**src/rtl/imm_extend_pipe_pkg.sv**
```systemverilog
// Shared definitions for the immediate-extension stage: mode encodings and default widths.
// Latency: none (declarations only).
// Backpressure: not applicable.
package imm_ext_defs;

  // Extension modes as driven on in_mode by decode
  typedef enum logic [1:0] {
    IMM_ZERO   = 2'd0,
    IMM_SIGN   = 2'd1,
    IMM_UPPER  = 2'd2,
    IMM_BRANCH = 2'd3
  } imm_mode_e;

  // Default widths for the 32-bit datapath
  localparam int IMM_IN_W_DEF  = 16;
  localparam int IMM_OUT_W_DEF = 32;
  localparam int IMM_SHIFT_DEF = 2;
  localparam int IMM_TAG_W_DEF = 5;

  // Head register plus one skid entry
  localparam logic [1:0] FIFO_DEPTH = 2'd2;

  // True when the two-entry buffer still has room
  function automatic logic fifo_has_room(input logic [1:0] count);
    return (count < FIFO_DEPTH);
  endfunction

endpackage

```
**src/rtl/imm_extend_core.sv**
```systemverilog
// Combinational widening of an immediate in zero/sign/upper/branch-offset modes.
// Latency: 0 cycles (pure combinational).
// Backpressure: none; the caller registers the result.
module imm_extend_core
  import imm_ext_defs::*;
#(
  parameter int IN_W  = IMM_IN_W_DEF,
  parameter int OUT_W = IMM_OUT_W_DEF,
  parameter int SHIFT = IMM_SHIFT_DEF
) (
  input  logic [IN_W-1:0]  imm,
  input  logic [1:0]       mode,
  output logic [OUT_W-1:0] value,
  output logic             ovf
);

  logic [OUT_W-1:0]       zext;
  logic [OUT_W-1:0]       sext;
  logic [OUT_W-1:0]       upper;
  logic [OUT_W-1:0]       branch;
  logic [OUT_W+SHIFT-1:0] wide_sext;
  logic [OUT_W+SHIFT-1:0] wide_shl;
  logic                   br_ovf;

  // Zero- and sign-extended forms of the raw immediate
  always_comb begin
    zext            = '0;
    zext[IN_W-1:0]  = imm;
    sext            = {OUT_W{imm[IN_W-1]}};
    sext[IN_W-1:0]  = imm;
  end

  // Upper-load: immediate occupies the top IN_W bits, zeros below
  always_comb begin
    upper                  = '0;
    upper[OUT_W-1 -: IN_W] = imm;
  end

  // Branch offset: sign-extend into a SHIFT-wider word, shift, keep the low OUT_W bits
  always_comb begin
    wide_sext           = {(OUT_W+SHIFT){imm[IN_W-1]}};
    wide_sext[IN_W-1:0] = imm;
    wide_shl            = wide_sext << SHIFT;
    branch              = wide_shl[OUT_W-1:0];
  end

  // Overflow when the bits shifted out disagree with the new sign bit
  generate
    if (SHIFT == 0) begin : g_no_shift
      assign br_ovf = 1'b0;
    end else begin : g_shift
      assign br_ovf = (wide_shl[OUT_W+SHIFT-1 -: SHIFT] != {SHIFT{branch[OUT_W-1]}});
    end
  endgenerate

  // Mode select; only branch mode can report lost bits
  always_comb begin
    value = zext;
    ovf   = 1'b0;
    unique case (imm_mode_e'(mode))
      IMM_ZERO:   value = zext;
      IMM_SIGN:   value = sext;
      IMM_UPPER:  value = upper;
      IMM_BRANCH: begin
        value = branch;
        ovf   = br_ovf;
      end
      default: begin
        value = zext;
        ovf   = 1'b0;
      end
    endcase
  end

endmodule

```
**src/rtl/imm_extend_pipe.sv**
```systemverilog
// Registered immediate-extension stage with a 2-entry skid buffer and tag sideband.
// Latency: 1 cycle from accepted input to out_valid; 1 result/cycle sustained.
// Backpressure: in_ready = room in buffer (registered count only, no path from out_ready).
module imm_extend_pipe
  import imm_ext_defs::*;
#(
  parameter int IN_W  = IMM_IN_W_DEF,
  parameter int OUT_W = IMM_OUT_W_DEF,
  parameter int SHIFT = IMM_SHIFT_DEF,
  parameter int TAG_W = IMM_TAG_W_DEF
) (
  input  logic             clk,
  input  logic             rst_n,
  input  logic             flush,
  input  logic             in_valid,
  output logic             in_ready,
  input  logic [IN_W-1:0]  in_imm,
  input  logic [1:0]       in_mode,
  input  logic [TAG_W-1:0] in_tag,
  output logic             out_valid,
  input  logic             out_ready,
  output logic [OUT_W-1:0] out_data,
  output logic [TAG_W-1:0] out_tag,
  output logic             out_ovf
);

  logic [OUT_W-1:0] ext_value;
  logic             ext_ovf;

  logic [1:0]       count_q,     count_d;
  logic [OUT_W-1:0] head_data_q, head_data_d;
  logic [TAG_W-1:0] head_tag_q,  head_tag_d;
  logic             head_ovf_q,  head_ovf_d;
  logic [OUT_W-1:0] tail_data_q, tail_data_d;
  logic [TAG_W-1:0] tail_tag_q,  tail_tag_d;
  logic             tail_ovf_q,  tail_ovf_d;

  logic push;
  logic pop;

  imm_extend_core #(
    .IN_W  (IN_W),
    .OUT_W (OUT_W),
    .SHIFT (SHIFT)
  ) u_core (
    .imm   (in_imm),
    .mode  (in_mode),
    .value (ext_value),
    .ovf   (ext_ovf)
  );

  assign in_ready  = fifo_has_room(count_q);
  assign out_valid = (count_q != 2'd0);
  assign out_data  = head_data_q;
  assign out_tag   = head_tag_q;
  assign out_ovf   = head_ovf_q;

  // A push during flush is dropped; a pop during flush still completes for the consumer
  assign push = in_valid && in_ready && !flush;
  assign pop  = out_valid && out_ready;

  // Buffer next state: head always holds the oldest entry, tail the second
  always_comb begin
    count_d     = count_q;
    head_data_d = head_data_q;
    head_tag_d  = head_tag_q;
    head_ovf_d  = head_ovf_q;
    tail_data_d = tail_data_q;
    tail_tag_d  = tail_tag_q;
    tail_ovf_d  = tail_ovf_q;
    if (flush) begin
      count_d = 2'd0;
    end else begin
      unique case (count_q)
        2'd0: begin
          if (push) begin
            head_data_d = ext_value;
            head_tag_d  = in_tag;
            head_ovf_d  = ext_ovf;
            count_d     = 2'd1;
          end
        end
        2'd1: begin
          if (push && pop) begin
            head_data_d = ext_value;
            head_tag_d  = in_tag;
            head_ovf_d  = ext_ovf;
          end else if (push) begin
            tail_data_d = ext_value;
            tail_tag_d  = in_tag;
            tail_ovf_d  = ext_ovf;
            count_d     = 2'd2;
          end else if (pop) begin
            count_d = 2'd0;
          end
        end
        2'd2: begin
          // Full: in_ready is low, so only a pop can happen here
          if (pop) begin
            head_data_d = tail_data_q;
            head_tag_d  = tail_tag_q;
            head_ovf_d  = tail_ovf_q;
            count_d     = 2'd1;
          end
        end
        default: count_d = 2'd0;
      endcase
    end
  end

  // State registers; reset clears everything, flush only clears the count
  always_ff @(posedge clk or negedge rst_n) begin
    if (!rst_n) begin
      count_q     <= 2'd0;
      head_data_q <= '0;
      head_tag_q  <= '0;
      head_ovf_q  <= 1'b0;
      tail_data_q <= '0;
      tail_tag_q  <= '0;
      tail_ovf_q  <= 1'b0;
    end else begin
      count_q     <= count_d;
      head_data_q <= head_data_d;
      head_tag_q  <= head_tag_d;
      head_ovf_q  <= head_ovf_d;
      tail_data_q <= tail_data_d;
      tail_tag_q  <= tail_tag_d;
      tail_ovf_q  <= tail_ovf_d;
    end
  end

endmodule

```
**config.mk**
```make
export PLATFORM = sky130hd
export DESIGN_NAME = imm_extend_pipe
export DESIGN_NICKNAME = d
export VERILOG_FILES = /design/src/rtl/imm_extend_pipe_pkg.sv /design/src/rtl/imm_extend_core.sv /design/src/rtl/imm_extend_pipe.sv
export SDC_FILE = /design/constraint.sdc
export NUM_CORES = 1
export LEC_CHECK = 0
export CAP_MARGIN = 30
export CELL_PAD_IN_SITES_DETAIL_PLACEMENT = 1
export CELL_PAD_IN_SITES_GLOBAL_PLACEMENT = 1
export CORE_ASPECT_RATIO = 0.5
export CORE_MARGIN = 1.5
export CORE_UTILIZATION = 40
export CTS_CLUSTER_DIAMETER = 40
export DETAILED_ROUTE_END_ITERATION = 10
export GPL_TIMING_DRIVEN = 0
export PLACE_DENSITY_LB_ADDON = 0.1
export SLEW_MARGIN = 10
export SYNTH_ARGS = -nofsm -noshare
export SYNTH_HDL_FRONTEND = slang
export SYNTH_HIERARCHICAL = 1
export SYNTH_SLANG_ARGS = --single-unit
```
**constraint.sdc**
```tcl
create_clock -name clk -period 1.45 [get_ports clk]
set_input_delay 0.145 -clock clk [delete_from_list [all_inputs] [get_ports clk]]
set_output_delay 0.145 -clock clk [all_outputs]
set_load 0.005 [all_outputs]
```
==> flow_metrics.env <==
export IMPL_min_path_type="in -> async"
export IMPL_finalCritPeriodShare_pct=115
export IMPL_rsz0062_at_grt="true"
export IMPL_wl_per_cell_microns=20.6
export IMPL_io_pins=68
export IMPL_crit_slowest_cell="dfrtp_1"
export IMPL_max_freq_mhz=600
export IMPL_setup_viol=77
export IMPL_avgSynthCellArea_sq_um=15.2
export IMPL_synth_xor_area_share_pct=0
export IMPL_syn_area_sq_um=4020
export IMPL_synth_flop_cell="dfrtp_1"
export IMPL_track_usage_pct=20.0
export IMPL_yosysSeqAreaShare_pct=48.6
export IMPL_cp_startpoint="count_q[1]$_DFFE_PN0P_"
export IMPL_cts_tree="built"
export IMPL_finalClockSkew_ps=5.94
export IMPL_port_buffers=67
export IMPL_num_rows=25
export IMPL_gp_congestion=0.880
export IMPL_root_buffer="clkbuf_16"
export IMPL_viasPerCell=5.02
export IMPL_cellLeakagePower_nw=2.65
export IMPL_synth_edf_count=0
export IMPL_tns_ps=-12730
export IMPL_r2r_start="count_q[1]$_DFFE_PN0P_"
export IMPL_cts_made_buffers=9
export IMPL_core_area_sq_um=9600
export IMPL_final_cell_mix="77 x mux2_4, 77 x dfrtp_1, 63 x clkdlybuf4s50_1"
export IMPL_synth_top_family_by_area="multiplexers"
export IMPL_htreeDepth=3
export IMPL_ys_ff_latch=78
export IMPL_dieArea_sq_um=10700
export IMPL_worstPathCellList="nor2b_2, nor3b_4, buf_12, clkbuf_16, mux2_4"
export IMPL_hold_viol=0
export IMPL_path_class="reg -> reg"
export IMPL_num_antenna_cells=0
export IMPL_cp_arrival_ps=1880
export IMPL_synth_nets=292
export IMPL_cp_start_kind="flip-flop"
export IMPL_ys_types=32
export IMPL_synthCells=264
export IMPL_grt_max_degree=60
export IMPL_initial_core_util_pct=41.8
export IMPL_grt_pass1_wl_microns=15400
export IMPL_maxSlewViolCount=0
export IMPL_slowest_delay_ps=410
export IMPL_chipWidth_microns=145
export IMPL_total_power_w=0.00747
export IMPL_fin_ws_ps=-215
export IMPL_dr_total_vias=2555
export IMPL_worst_setup_path_end_kind="flip-flop"
export IMPL_firstDrtPassIters=4
export IMPL_grt_pass1_vias=2753
export IMPL_insertion_delay_ps=340
export IMPL_status="finished, violations left"
export IMPL_ir_drop_v=0.000616
export IMPL_failed_checks="setup timing"
export IMPL_drt_iter0_drc=61
export IMPL_cts_buffer_depth=2
export IMPL_synth_compound_area_share_pct=7.07
export IMPL_synthAdderAreaFrac_pct=0
export IMPL_critPathMaxFanout=9
export IMPL_synthTopCellsByArea="dfrtp_1 49%, mux2_4 18%, mux2_2 18%"
export IMPL_synthMuxAreaShare_pct=36.8
export IMPL_drc=0
export IMPL_p_per_area_nw_per_um2=1300
export IMPL_drt_wl_total_microns=10500
export IMPL_cap_viol_max_count=0
export IMPL_finalCriticalPeriod_ps=1670
export IMPL_async_reset_ff_share_pct=100
export IMPL_yosysWarnings=6
export IMPL_fin_nets=398
export IMPL_dp_hpwl_microns=6580
export IMPL_syn_to_final_growth_pct=43.5
export IMPL_antenna_found_initial=0
export IMPL_clk_pin_slew_ps=60
export IMPL_crit_required_ps=1670
export IMPL_yosys_area_share_simple_pct=2.71
export IMPL_yosysTopAreaCell="dfrtp_1"
export IMPL_drive_gt1_share_pct=51.6
export IMPL_grt_overflow_total=0
export IMPL_ant_nets=0
export IMPL_clock_sinks=78
export IMPL_synthDominantCellAreaShare_pct=48.6
export IMPL_die_y_microns=73.9
-- registers in the layout, indices dropped and copies added, names as in the netlist --
register	cells
count_q	2
out_data	32
out_ovf	1
out_tag	5
tail_data_q	32
tail_ovf_q	1
tail_tag_q	5
-- final timing paths --
| check | end | slack [ps] | cells after the start |
|---|---|---|---|
| worst max-delay path | tail_data_q[15]$_DFFE_PN0P_ | -220 | 5 |
| worst min-delay path | out_data[16]$_DFFE_PN0P_ | 250 | 2 |
| worst max register to register | tail_data_q[15]$_DFFE_PN0P_ | -220 | 5 |
| worst min register to register | tail_data_q[29]$_DFFE_PN0P_ | 510 | 1 |
| max in group asynchronous | count_q[0]$_DFFE_PN0P_ | 590 | 3 |
| min in group clk | tail_tag_q[3]$_DFFE_PN0P_ | 460 | 2 |
-- cell usage after synthesis (2+ instances only) --
library cell / count
a21o_1: 10
a21o_2: 4
mux2_2: 65
dfrtp_1: 78
a22o_1: 14
inv_2: 2
buf_4: 3
nand2_1: 2
buf_2: 4
and2b_2: 2
buf_6: 7
buf_8: 4
mux2_4: 49
a21oi_1: 2
-- power breakdown --
| group | switching (W) | total [W] | internal [W] |
|---|---|---|---|
| logic | 0.000554 | 0.00187 | 0.00132 |
| registers | 0.000308 | 0.00299 | 0.00268 |
| clock network | 0.000886 | 0.00260 | 0.00172 |
| total | 0.00175 | 0.00747 | 0.00572 |
-- metrics by stage --
step | util [%] | worst slack (ps) | std cells | hold WS [ps] | instance area [sq um]
finish | 60.0 | -215 | 509 | 252 | 5760
global route | 60.0 | -276 | 509 | 297 | 5760
CTS | 57.6 | -180 | 499 | 233 | 5530
detailed placement | 51.0 | -552 | 467 | 49.9 | 4900
global placement | 50.8 | -2570 | 466 | 483 | 4880
floorplan | - | -61.6 | 264 | -151 | 4040
-- routing by layer --
layer | track usage [%] | vias to the layer above | routed length, microns
li1 | - | 1171 | -
met1 | 25.9 | 1318 | 4930
met2 | 33.0 | 52 | 5000
met3 | 5.08 | 14 | 387
met4 | 6.73 | 0 | 163
met5 | 0 | - | 0
-- final cells by class --
class	count	area, sq um
sequential	78	1950
tap	135	169
timing repair buffer	96	1050
clock buffer	11	243
clock inverter	4	95.1
multi-input combinational	166	1990
inverter	2	7.51
buffer	17	250
fill	919	3840
-- cells by family after synthesis --
kind of cell	count (synthesis)
buffers and inverters	20
and+or+nand+nor	15
DFF	78
AOI/OAI and AO/OA	35
muxes	115
other	1
-- critical path, delay by kind of cell, from the launching register on --
kind / cells / cell delay, ps
buffers and inverters: 2 / 360
DFF: 1 / 410
muxes: 1 / 290
and+or+nand+nor: 2 / 470
-- timing repair --
item	4_1_cts	5_1_grt
hold buffers	1	0
gates resized for setup	46	21
endpoints found under the setup margin	78	77
buffers inserted	15	6
gates cloned	1	5
endpoints found under the hold margin	19	0
pin swaps	0	1
Power figures use the tool's default switching activity.
